===== src/rtl/memory_access_unit.sv =====
// rtl/memory_access_unit.sv - responder for control-unit memory handshake onto a req/gnt/rvalid bus
// Optional watchdog: define MAU_TIMEOUT_EN to abandon REQ/WAIT_R after TIMEOUT_CYCLES cycles.
module memory_access_unit #(
    parameter int          MEM_ADDR_W     = 30,
    parameter int          TIMEOUT_CYCLES = 64,
    parameter logic [31:0] ERR_RDATA      = 32'hDEAD_BEEF
) (
    input  logic                  clk,
    input  logic                  reset,
    input  logic                  memory_read_enable,
    input  logic                  memory_write_enable,
    input  logic [31:0]           memory_address,
    input  logic [31:0]           memory_write_data,
    output logic [31:0]           memory_read_data,
    output logic                  memory_read_data_valid,
    output logic                  memory_write_done,
    output logic                  mem_req,
    output logic                  mem_we,
    output logic [MEM_ADDR_W-1:0] mem_addr,
    output logic [31:0]           mem_wdata,
    input  logic                  mem_gnt,
    input  logic                  mem_rvalid,
    input  logic [31:0]           mem_rdata,
    output logic                  mau_error,
    output logic                  mau_busy
);

    typedef enum logic [1:0] {
        IDLE   = 2'd0,
        REQ    = 2'd1,
        WAIT_R = 2'd2,
        RESP   = 2'd3
    } state_t;

    state_t state;
    state_t next_state;

    logic        any_request;
    logic        bad_request;
    logic        good_request;
    logic        timeout;
    logic        set_error;
    logic        pulse_rd_next;
    logic        pulse_wr_next;
    logic        load_rdata;
    logic [31:0] rdata_next;

    // A conflicting or misaligned request is answered immediately without touching the bus
    assign any_request  = memory_read_enable | memory_write_enable;
    assign bad_request  = any_request &
                          ((memory_read_enable & memory_write_enable) | (memory_address[1:0] != 2'b00));
    assign good_request = any_request & ~bad_request;

`ifdef MAU_TIMEOUT_EN
    localparam logic [15:0] TIMEOUT_LAST = 16'(TIMEOUT_CYCLES - 1);

    logic [15:0] wait_count;

    // Watchdog: restarts on every state change, counts cycles spent waiting on the bus
    always_ff @(posedge clk) begin
        if (reset) begin
            wait_count <= '0;
        end else if (state != next_state) begin
            wait_count <= '0;
        end else if (state == REQ || state == WAIT_R) begin
            wait_count <= wait_count + 16'd1;
        end
    end

    assign timeout = (state == REQ || state == WAIT_R) && (wait_count == TIMEOUT_LAST);
`else
    assign timeout = 1'b0;
`endif

    // State register
    always_ff @(posedge clk) begin
        if (reset) begin
            state <= IDLE;
        end else begin
            state <= next_state;
        end
    end

    // Next-state logic; a real bus completion wins over a coincident watchdog expiry
    always_comb begin
        next_state = state;
        case (state)
            IDLE: begin
                if (bad_request) begin
                    next_state = RESP;
                end else if (good_request) begin
                    next_state = REQ;
                end
            end
            REQ: begin
                if (mem_gnt) begin
                    next_state = mem_we ? RESP : WAIT_R;
                end else if (timeout) begin
                    next_state = RESP;
                end
            end
            WAIT_R: begin
                if (mem_rvalid || timeout) begin
                    next_state = RESP;
                end
            end
            default: begin
                next_state = IDLE;
            end
        endcase
    end

    // Output decode: which pulse, error and read-data update accompany the move into RESP
    always_comb begin
        set_error     = 1'b0;
        pulse_rd_next = 1'b0;
        pulse_wr_next = 1'b0;
        load_rdata    = 1'b0;
        rdata_next    = ERR_RDATA;
        case (state)
            IDLE: begin
                if (bad_request) begin
                    set_error     = 1'b1;
                    pulse_rd_next = memory_read_enable;
                    pulse_wr_next = memory_write_enable;
                    load_rdata    = memory_read_enable;
                end
            end
            REQ: begin
                if (mem_gnt) begin
                    pulse_wr_next = mem_we;
                end else if (timeout) begin
                    set_error     = 1'b1;
                    pulse_rd_next = ~mem_we;
                    pulse_wr_next = mem_we;
                    load_rdata    = ~mem_we;
                end
            end
            WAIT_R: begin
                if (mem_rvalid) begin
                    pulse_rd_next = 1'b1;
                    load_rdata    = 1'b1;
                    rdata_next    = mem_rdata;
                end else if (timeout) begin
                    set_error     = 1'b1;
                    pulse_rd_next = 1'b1;
                    load_rdata    = 1'b1;
                end
            end
            default: begin
            end
        endcase
    end

    // Registered outputs; bus fields are latched once at request acceptance and held stable
    always_ff @(posedge clk) begin
        if (reset) begin
            mem_req                <= 1'b0;
            mem_we                 <= 1'b0;
            mem_addr               <= '0;
            mem_wdata              <= '0;
            memory_read_data       <= '0;
            memory_read_data_valid <= 1'b0;
            memory_write_done      <= 1'b0;
            mau_error              <= 1'b0;
            mau_busy               <= 1'b0;
        end else begin
            mem_req                <= (next_state == REQ);
            mau_busy               <= (next_state != IDLE);
            memory_read_data_valid <= pulse_rd_next;
            memory_write_done      <= pulse_wr_next;
            if (set_error) begin
                mau_error <= 1'b1;
            end
            if (load_rdata) begin
                memory_read_data <= rdata_next;
            end
            if (state == IDLE && good_request) begin
                mem_we    <= memory_write_enable;
                mem_addr  <= memory_address[MEM_ADDR_W+1:2];
                mem_wdata <= memory_write_data;
            end
        end
    end

endmodule


===== config.mk =====
export PLATFORM = sky130hd
export DESIGN_NAME = memory_access_unit
export DESIGN_NICKNAME = d
export VERILOG_FILES = /design/src/rtl/memory_access_unit.sv
export SDC_FILE = /design/constraint.sdc
export NUM_CORES = 1
export LEC_CHECK = 0
export CORE_ASPECT_RATIO = 1.25
export CORE_MARGIN = 1.5
export CORE_UTILIZATION = 40
export DETAILED_ROUTE_END_ITERATION = 16
export GPL_ROUTABILITY_DRIVEN = 0
export PLACE_DENSITY = 0.76
export SKIP_LAST_GASP = 1
export SYNTH_ARGS = -nofsm -noshare
export SYNTH_HDL_FRONTEND = slang
export SYNTH_SLANG_ARGS = --single-unit
export TNS_END_PERCENT = 10

===== constraint.sdc =====
create_clock -name clk -period 1.9 [get_ports clk]
set_input_delay 0.285 -clock clk [delete_from_list [all_inputs] [get_ports clk]]
set_output_delay 0.285 -clock clk [all_outputs]
set_load 0.005 [all_outputs]

-- Word-level counts from Yosys, hierarchy flattened
Cells that the tools add are included.
- reduce and logical (&&, ||, !) cells: 4
- equal/unequal tests: 3
- bitwise operators: 6
- multiplexer cells: 16
- operators with widths (kind ; count):
    2-to-1 mux 32 bit ; 2
    2-to-1 mux 2 bit ; 4
    2-to-1 mux 1 bit ; 7
    case mux 2 bit (3 select lines) ; 1
    == test 2 x 1 -> 1 bit (second input constant) ; 2
    case mux 1 bit (2 select lines) ; 2
    nonzero test 2 bit ; 2
    AND 1 bit ; 3
    == test 2 bit (second input constant) ; 1
    zero test 2 bit ; 1
    bitwise OR 1 bit ; 2
    logical AND 1 bit ; 1
    inverter 1 bit ; 1
- logic and storage cells: 39
- output and inout port bits: 100
- flip-flop bits (word level): 102
- input bits: 102

-- Depth between registers and ports, before layout
- depth in word-level cells: 9
- depth in mapped cells: 7
- depth with buffers taken out: 3

-- Least setup slack after synthesis
OpenSTA, ideal clock, no wires.
- path type: register to register
- start: register state[0]
- end: register memory_read_data[16]
- data required time: 1.819 ns
- stages on the path, launching flop included: 8
- buffers on the path: 4
- setup time: 0.081 ns
- slack: 0.259 ns
- data arrival time: 1.560 ns
- clock period less this slack: 1.641 ns
- cell sequence: dfxtp_1 buf_6 or3b_1 buf_6 or2_1 buf_6 buf_6 a211oi_2
- longest elaborated chain between the ends: 2
- elaborated cells on any way between the ends: 4
- those cells by class: eq/ne: 1; mux: 2; reduce/logical: 1
- RTL lines (what ; RTL line ; text):
    start: declaration ; 35 ; state_t state;
    start signal: assignment ; 80 ; state <= next_state;
    == test 2 bit or zero test 2 bit (tied branches) ; 120 ; case (state)
    case mux 1 bit (2 select lines) or 2-to-1 mux 32 bit (tied branches) ; 120 ;
    end signal: assignment ; 176 ; memory_read_data <= rdata_next;
    end: declaration ; 14 ; output logic [31:0] memory_read_data,
Parallel ways exist; a longest one is shown, timed or not.
A chain may end at the register's enable or synchronous reset.

-- Worst setup path in the final report
- start: input port memory_address[1]
- end: register mem_wdata[20]
- longest elaborated chain between the ends: 6
- RTL lines (what ; RTL line ; text):
    start: declaration ; 12 ; input logic [31:0] memory_address,
    nonzero test 2 bit ; 51 ; ((memory_read_enable & memory_write_enable) | (memory_address[1:0] != 2'b00));
    bitwise OR 1 bit ; 51 ;
    AND 1 bit ; 50 ; assign bad_request = any_request &
    inverter 1 bit ; 52 ; assign good_request = any_request & ~bad_request;
    AND 1 bit ; 52 ;
    logical AND 1 bit ; 178 ; if (state == IDLE && good_request) begin
    end signal: assignment ; 181 ; mem_wdata <= memory_write_data;
    end: declaration ; 20 ; output logic [31:0] mem_wdata,
Every way passes these cells.

==> flow_metrics.py <==
metrics = {
    "setup_path": {
        "path_cells": "clkdlybuf4s50_1 > or4_2 > buf_12 > o21ai_0 > a21oi_1",
        "crit_buf_inv": 2,
        "r2r-end": "mem_wdata[20]",
        "criticalPathCategory": "input pin to register",
        "slowest_delay_ns": 0.65,
        "end_kind": "register",
        "path_max_fanout": 63,
        "cpMaxStageDelayCell": "or4_2",
        "worstPathRequired_ns": 2.09,
        "crit_path_start_kind": "input pin",
        "r2r_start": "state[0]",
        "r2r_slack_ns": 0.19,
        "arrival_ns": 1.91,
        "reg2regPathDepth": 4,
        "path_delay_family": "simple AND/OR/NAND/NOR gates",
    },
    "synthesis": {
        "syn_inst": 469,
        "seq_area_frac_synth_pct": 50.7,
        "yosys.area.top_type": "dfxtp_1",
        "synth_top_area_share_pct": 50.7,
        "synth_area_um2": 4030,
        "netlist-cell-type-count": 29,
        "synth-edff-count": 0,
        "synthTopCellsByArea": "dfxtp_1, a21oi_1, o21ai_0",
        "syn_area_per_cell_um2": 8.58,
        "ys_ff_latch": 102,
        "synth_async_sr_flop_share_pct": 0,
        "syn-num-nets": 571,
        "ys.warnings.count": 0,
        "synthFlopType": "dfxtp_1",
    },
    "sta": {
        "rsz0062_at_grt": "no",
        "slew_headroom_pct": 58.4,
        "layout_min_cycle_time_ns": 1.72,
        "fin_crit_sh_pct": 90.4,
        "finalMaxSlewViolations": 0,
        "hold_slack_ns": 0.445,
        "tightest_slew_ns": 0.623,
        "hold_viol": 0,
        "setup_viol": 0,
        "clock.fmax_mhz": 583,
        "finClkSkew_ns": 0.00325,
    },
    "outcome": {
        "status": "finished, final reports clean",
    },
    "final_layout": {
        "area_growth_pct": 61.4,
        "n_fill_cell": 795,
        "final_area_um2": 6500,
        "final-seq-area_um2": 2040,
        "multi_input_comb_area_um2": 1770,
        "diodes": 0,
        "final_core_util_pct": 66.9,
        "final_nets": 754,
        "drive_above_1_share_pct": 9.28,
    },
    "route": {
        "drc": 0,
        "routedWlPerCell_um": 15.8,
        "drt-initial-drc-count": 235,
        "ant_nets": 0,
        "totalWireLength_um": 12300,
        "drtPass1Iterations": 6,
        "vias": 4158,
        "vias_per_cell": 5.31,
    },
    "die": {
        "die_x_um": 92.7,
        "dieArea_um2": 10700,
        "num_io_pins": 202,
        "die_h_um": 115,
        "initial_core_util_pct": 41.5,
        "coreArea_um2": 9710,
        "rows": 40,
    },
    "hold_path": {
        "hp-start": "mau_error",
        "hold_class": "register to register",
        "whs_path_depth": 2,
        "hold_end": "mau_error",
    },
    "place": {
        "dp_hpwl_um": 8680,
        "port_buffers": 201,
        "dpl-instance-area_um2": 6230,
    },
    "clock_tree": {
        "cts_tree": "done",
        "clk_pin_slew_ns": 0.06,
        "numCtsBuffers": 9,
        "clk-insertion-delay-late_ns": 0.33,
        "cts_sinks": 102,
        "cts_root_buf": "clkbuf_16",
        "cts_resized": 0,
        "holdBufCountCts": 0,
        "cts_setup_buffers": 0,
        "htreeDepth": 3,
        "cts_buffer_depth": 2,
    },
    "run": {
        "cap_viol_max_count": 0,
    },
    "global_routing": {
        "overflow": 0,
        "grt_antenna_before_repair": 0,
        "first_global_vias": 4039,
        "grt_usage_pct": 22.7,
        "grt_max_degree": 64,
        "grt_first_pass_wirelength_um": 19500,
    },
    "power_and_ir_drop": {
        "power_density_nw_per_um2": 846,
        "peakVddDrop_v": 0.000499,
        "p_leak_uw": 0.00223,
    },
}
[cell type report]
type / instances / area share, %
Clock buffer: 12 / 3.79
Clock inverter: 4 / 0.347
Inverter: 2 / 0.116
Multi-Input combinational cell: 314 / 27.3
Sequential cell: 102 / 31.4
Tap cell: 126 / 2.43
Timing Repair Buffer: 223 / 34.6
[per-layer routing]
layer  part of all wire, %  up-vias  track usage, %  wire, um
met3                   7.2       21            5.56       890
met2                    51      160            40.1      6250
met1                    40     1954            26.4      4950
li1                      -     2023               -         -
met5                     0        -               0         0
met4                   2.0        0            9.09       246
[cells in the mapped netlist, types with 2 or more instances]
library cell	number
dfxtp_1	102
inv_1	2
clkbuf_1	38
a211oi_1	5
and3b_1	3
nor2_1	51
nand2_1	9
o21ai_0	64
a21oi_1	77
buf_2	7
o211ai_1	8
a211oi_2	19
o31a_1	2
nand3_1	63
buf_6	5
[layout by cell type (no fill, tap or decap)]
cell type	Yosys	final
nor2_1	51	51
inv_1	2	2
a21oi_1	77	77
clkbuf_16	0	9
nor4_4	0	1
dfxtp_1	102	102
or4_2	0	1
o311ai_0	1	1
nor4bb_1	1	1
nor3_1	1	1
nand2_1	9	9
and3b_1	3	3
buf_12	0	6
a21o_1	1	1
clkbuf_8	0	1
or3b_1	1	1
or2_1	1	1
clkdlybuf4s50_1	0	200
nand3b_1	1	1
clkbuf_1	38	2
nand3_1	63	63
xor2_4	0	1
buf_4	1	17
o21ai_0	64	64
clkinv_2	0	3
o21a_1	1	1
nor3_2	1	1
clkinvlp_4	0	1
o31a_1	2	2
a211oi_1	5	5
xnor2_2	0	1
o211ai_1	8	8
a211oi_2	19	19
[power breakdown]
group | internal [uW] | switching (uW) | total [uW] | leakage (uW)
clock | 917 | 733 | 1650 | 0.000132
sequential | 2330 | 91.7 | 2430 | 0.000832
combinational | 786 | 637 | 1420 | 0.00127
[kinds of logic after synthesis]
group,synth area share (%)
buffers and inverters,6.19
AO/OA/AOI/OAI,26.9
AND/OR/NAND/NOR,15.8
XOR/XNOR,0.435
flip-flops,50.7
[worst max path at each step]
stage	start	endpoint	slack, ns	cells after the start
2_1_floorplan	state[0]	memory_read_data[16]	0.26	7
3_3_place_gp	memory_address[1]	mem_wdata[30]	-0.1	5
3_5_place_dp	memory_address[1]	mem_wdata[25]	-0.16	5
4_1_cts	memory_address[1]	mem_wdata[25]	0.20	5
5_1_grt	state[0]	mem_wdata[20]	0.1	4
6_report	memory_address[1]	mem_wdata[20]	0.18	5
[metrics by stage]
step / instances / power [uW] / setup slack (ns) / TNS [ns]
after global routing: 783 / 5780 / 0.0951 / 0
after global placement: 767 / 3860 / -0.0964 / -4.35
final: 783 / 5500 / 0.183 / 0
after detailed placement: 767 / 3900 / -0.163 / -6.88
after floorplan: 469 / 3120 / 0.259 / 0
after CTS: 783 / 5550 / 0.196 / 0
[worst register-to-register path, stage by stage (launching register included)]
cell     delay (ns)
dfxtp_1        0.32
or4_2          0.70
buf_12         0.21
o21ai_0        0.25
a21oi_1        0.09
[sequential cells by signal, indices dropped and copies added, names as in the netlist]
name,cells
mem_wdata,32
memory_read_data,32
mem_addr,30
state,2
mau_busy,1
mau_error,1
mem_req,1
mem_we,1
memory_read_data_valid,1
memory_write_done,1
Note: power is estimated with default switching activity, not from simulation.
==> RTL edit, RTL diff (config.mk and constraints unchanged) <==
The option `MAU_TIMEOUT_EN` is turned on by a define.
--- a/src/rtl/memory_access_unit.sv
+++ b/src/rtl/memory_access_unit.sv
@@ -1,5 +1,7 @@
 // rtl/memory_access_unit.sv - responder for control-unit memory handshake onto a req/gnt/rvalid bus
 // Optional watchdog: define MAU_TIMEOUT_EN to abandon REQ/WAIT_R after TIMEOUT_CYCLES cycles.
+`define MAU_TIMEOUT_EN
+
 module memory_access_unit #(
     parameter int          MEM_ADDR_W     = 30,
     parameter int          TIMEOUT_CYCLES = 64,
Function: same outputs for any inputs over 10 cycles, from zero or initial values and one cycle with reset high; that may be too few to reach the edited logic, so the function may still have changed.
==> RTL edit against the original RTL <==
- critical path type is now reg -> reg
- setup slack worse by 0.41 ns
- the run now ends with setup timing left
- final area rose by 22%
- wire length rose by 15%
- sequential cell count grew 16
- area after synthesis up 18%
- largest cell class unchanged
- register-to-register slack worse by 0.42 ns
- sequential share of layout area fell by 1.5 points
- non-clock buffer count grew 38
Power is not compared: it rests on default switching activity, and its combinational part moved more than twofold at a synthesized area within 25%.
==> RTL edit: results (changes against the original RTL) <==
The total inserted antenna cells came out at 0 (unchanged). Maximum number of pins on one net before global-route repair: 63 (-1.6%). The run gives 2.41 ns (+0.50 ns) as the data arrival time of the worst path. The final setup skew came out at 0.0106 ns (+0.00737 ns). The largest stage delay on the critical path came out at 0.55 ns (-0.10 ns). The post-synth net total is 662 (+16%). The cell with the largest stage delay on the worst path is sky130_fd_sc_hd__or4_4.

The number of cells in the finished layout apart from fillers was 948 (+21%); the detailed-route wire length on metal 1 was 5.38 mm (+8.8%). The logs give 0.40 ns (+0.07 ns) for the clock latency reported for the late side of the worst-skew pair and 41.2% (+1.1 points) for the fraction of met2 tracks used by global routing. For the placed instance area, the log shows 7250 um2 (+16%).

The minimum setup slack after placement was -0.693 ns (-0.529 ns); the overall track demand over capacity in global routing was 23.6% (+0.88 points). The logs give 55 (+55) for the number of setup violations in the final report and 8.64% (+3.1 points) for the met3 track demand over resource in global routing. The tools report the number of library cell types mapped by synthesis as 41 (+41%). The detailed-routing iteration count for the pre-antenna-repair pass came out at 4 (-2). The number of setup buffers added after CTS is 8 (+8), and the largest fanout on the critical path is 8 (-87%). The run finished, with violations left.

The checks that failed: setup timing. For the H-tree depth reported by CTS, the log shows 4 (+1). The fraction of layout cells with a size suffix above 1 works out to 16.5% (+7.3 points).

The final worst setup slack is -0.229 ns (-0.412 ns). The mean instance size in the synthesized netlist was 8.55 um2 (-0.42%). The filler cell count was 897 (+13%). By area the synthesized netlist is led by sky130_fd_sc_hd__dfxtp_1, sky130_fd_sc_hd__nand2_1, sky130_fd_sc_hd__a21oi_1.

The number of global-route vias before repair was 5005 (+24%). The logs give -8.68 ns (-8.68 ns) for the final total negative setup slack and 1.21 mm (+36%) for the routed length on met3. The TritonCTS buffer count came out at 17 (+8). The wire length on met2 was 7.25 mm (+16%); the number of gates resized after CTS was 14 (+14).

The sum of routed wire length over all layers was 14.2 mm (+15%); the part of the Yosys area used for sequential elements was 49.9% (-0.84 points). Total half-perimeter wirelength after legalization and detailed placement: 9.86 mm (+14%). The first-pass GRT wire length came out at 23.7 mm (+22%). The run gives 25.5% (-0.97 points) as the met1 demand-to-capacity share in global routing. The number of DRC violations after detailed-routing iteration 0 came out at 221 (-6.0%).
## RTL edit: layout make-up
class,instances,share of cell area (%)
tap,138,2.18
sequential,118,29.9
clock buffer,18,5.41
inverter,30,1.48
multi-input combinational,369,27.1
timing repair buffer,261,32.2
clock inverter,14,1.62
## RTL edit: through the flow
step / hold WS, ns / total power (W)
after floorplan: 0.411 / 0.00462
after detailed placement: 0.448 / 0.00619
final: 0.333 / 0.00943
after global routing: 0.372 / 0.00992
after global placement: 0.441 / 0.00605
after CTS: 0.321 / 0.00951
## RTL edit: path summary, 6_finish.rpt
check / from / endpoint / cells past startpoint
max: wait_count[10] / wait_count[7] / 8
min: reset / mau_error / 3
max reg2reg: wait_count[10] / wait_count[7] / 8
min reg2reg: mem_addr[25] / mem_addr[25] / 2
## RTL edit: cells by family after synthesis
logic type	share of synthesized area, %
simple gates	20.6
compound gates	18.8
flops	49.9
buf+inv	6.03
xor+xnor	2.96
fa+ha+maj	1.59
mux	0.211
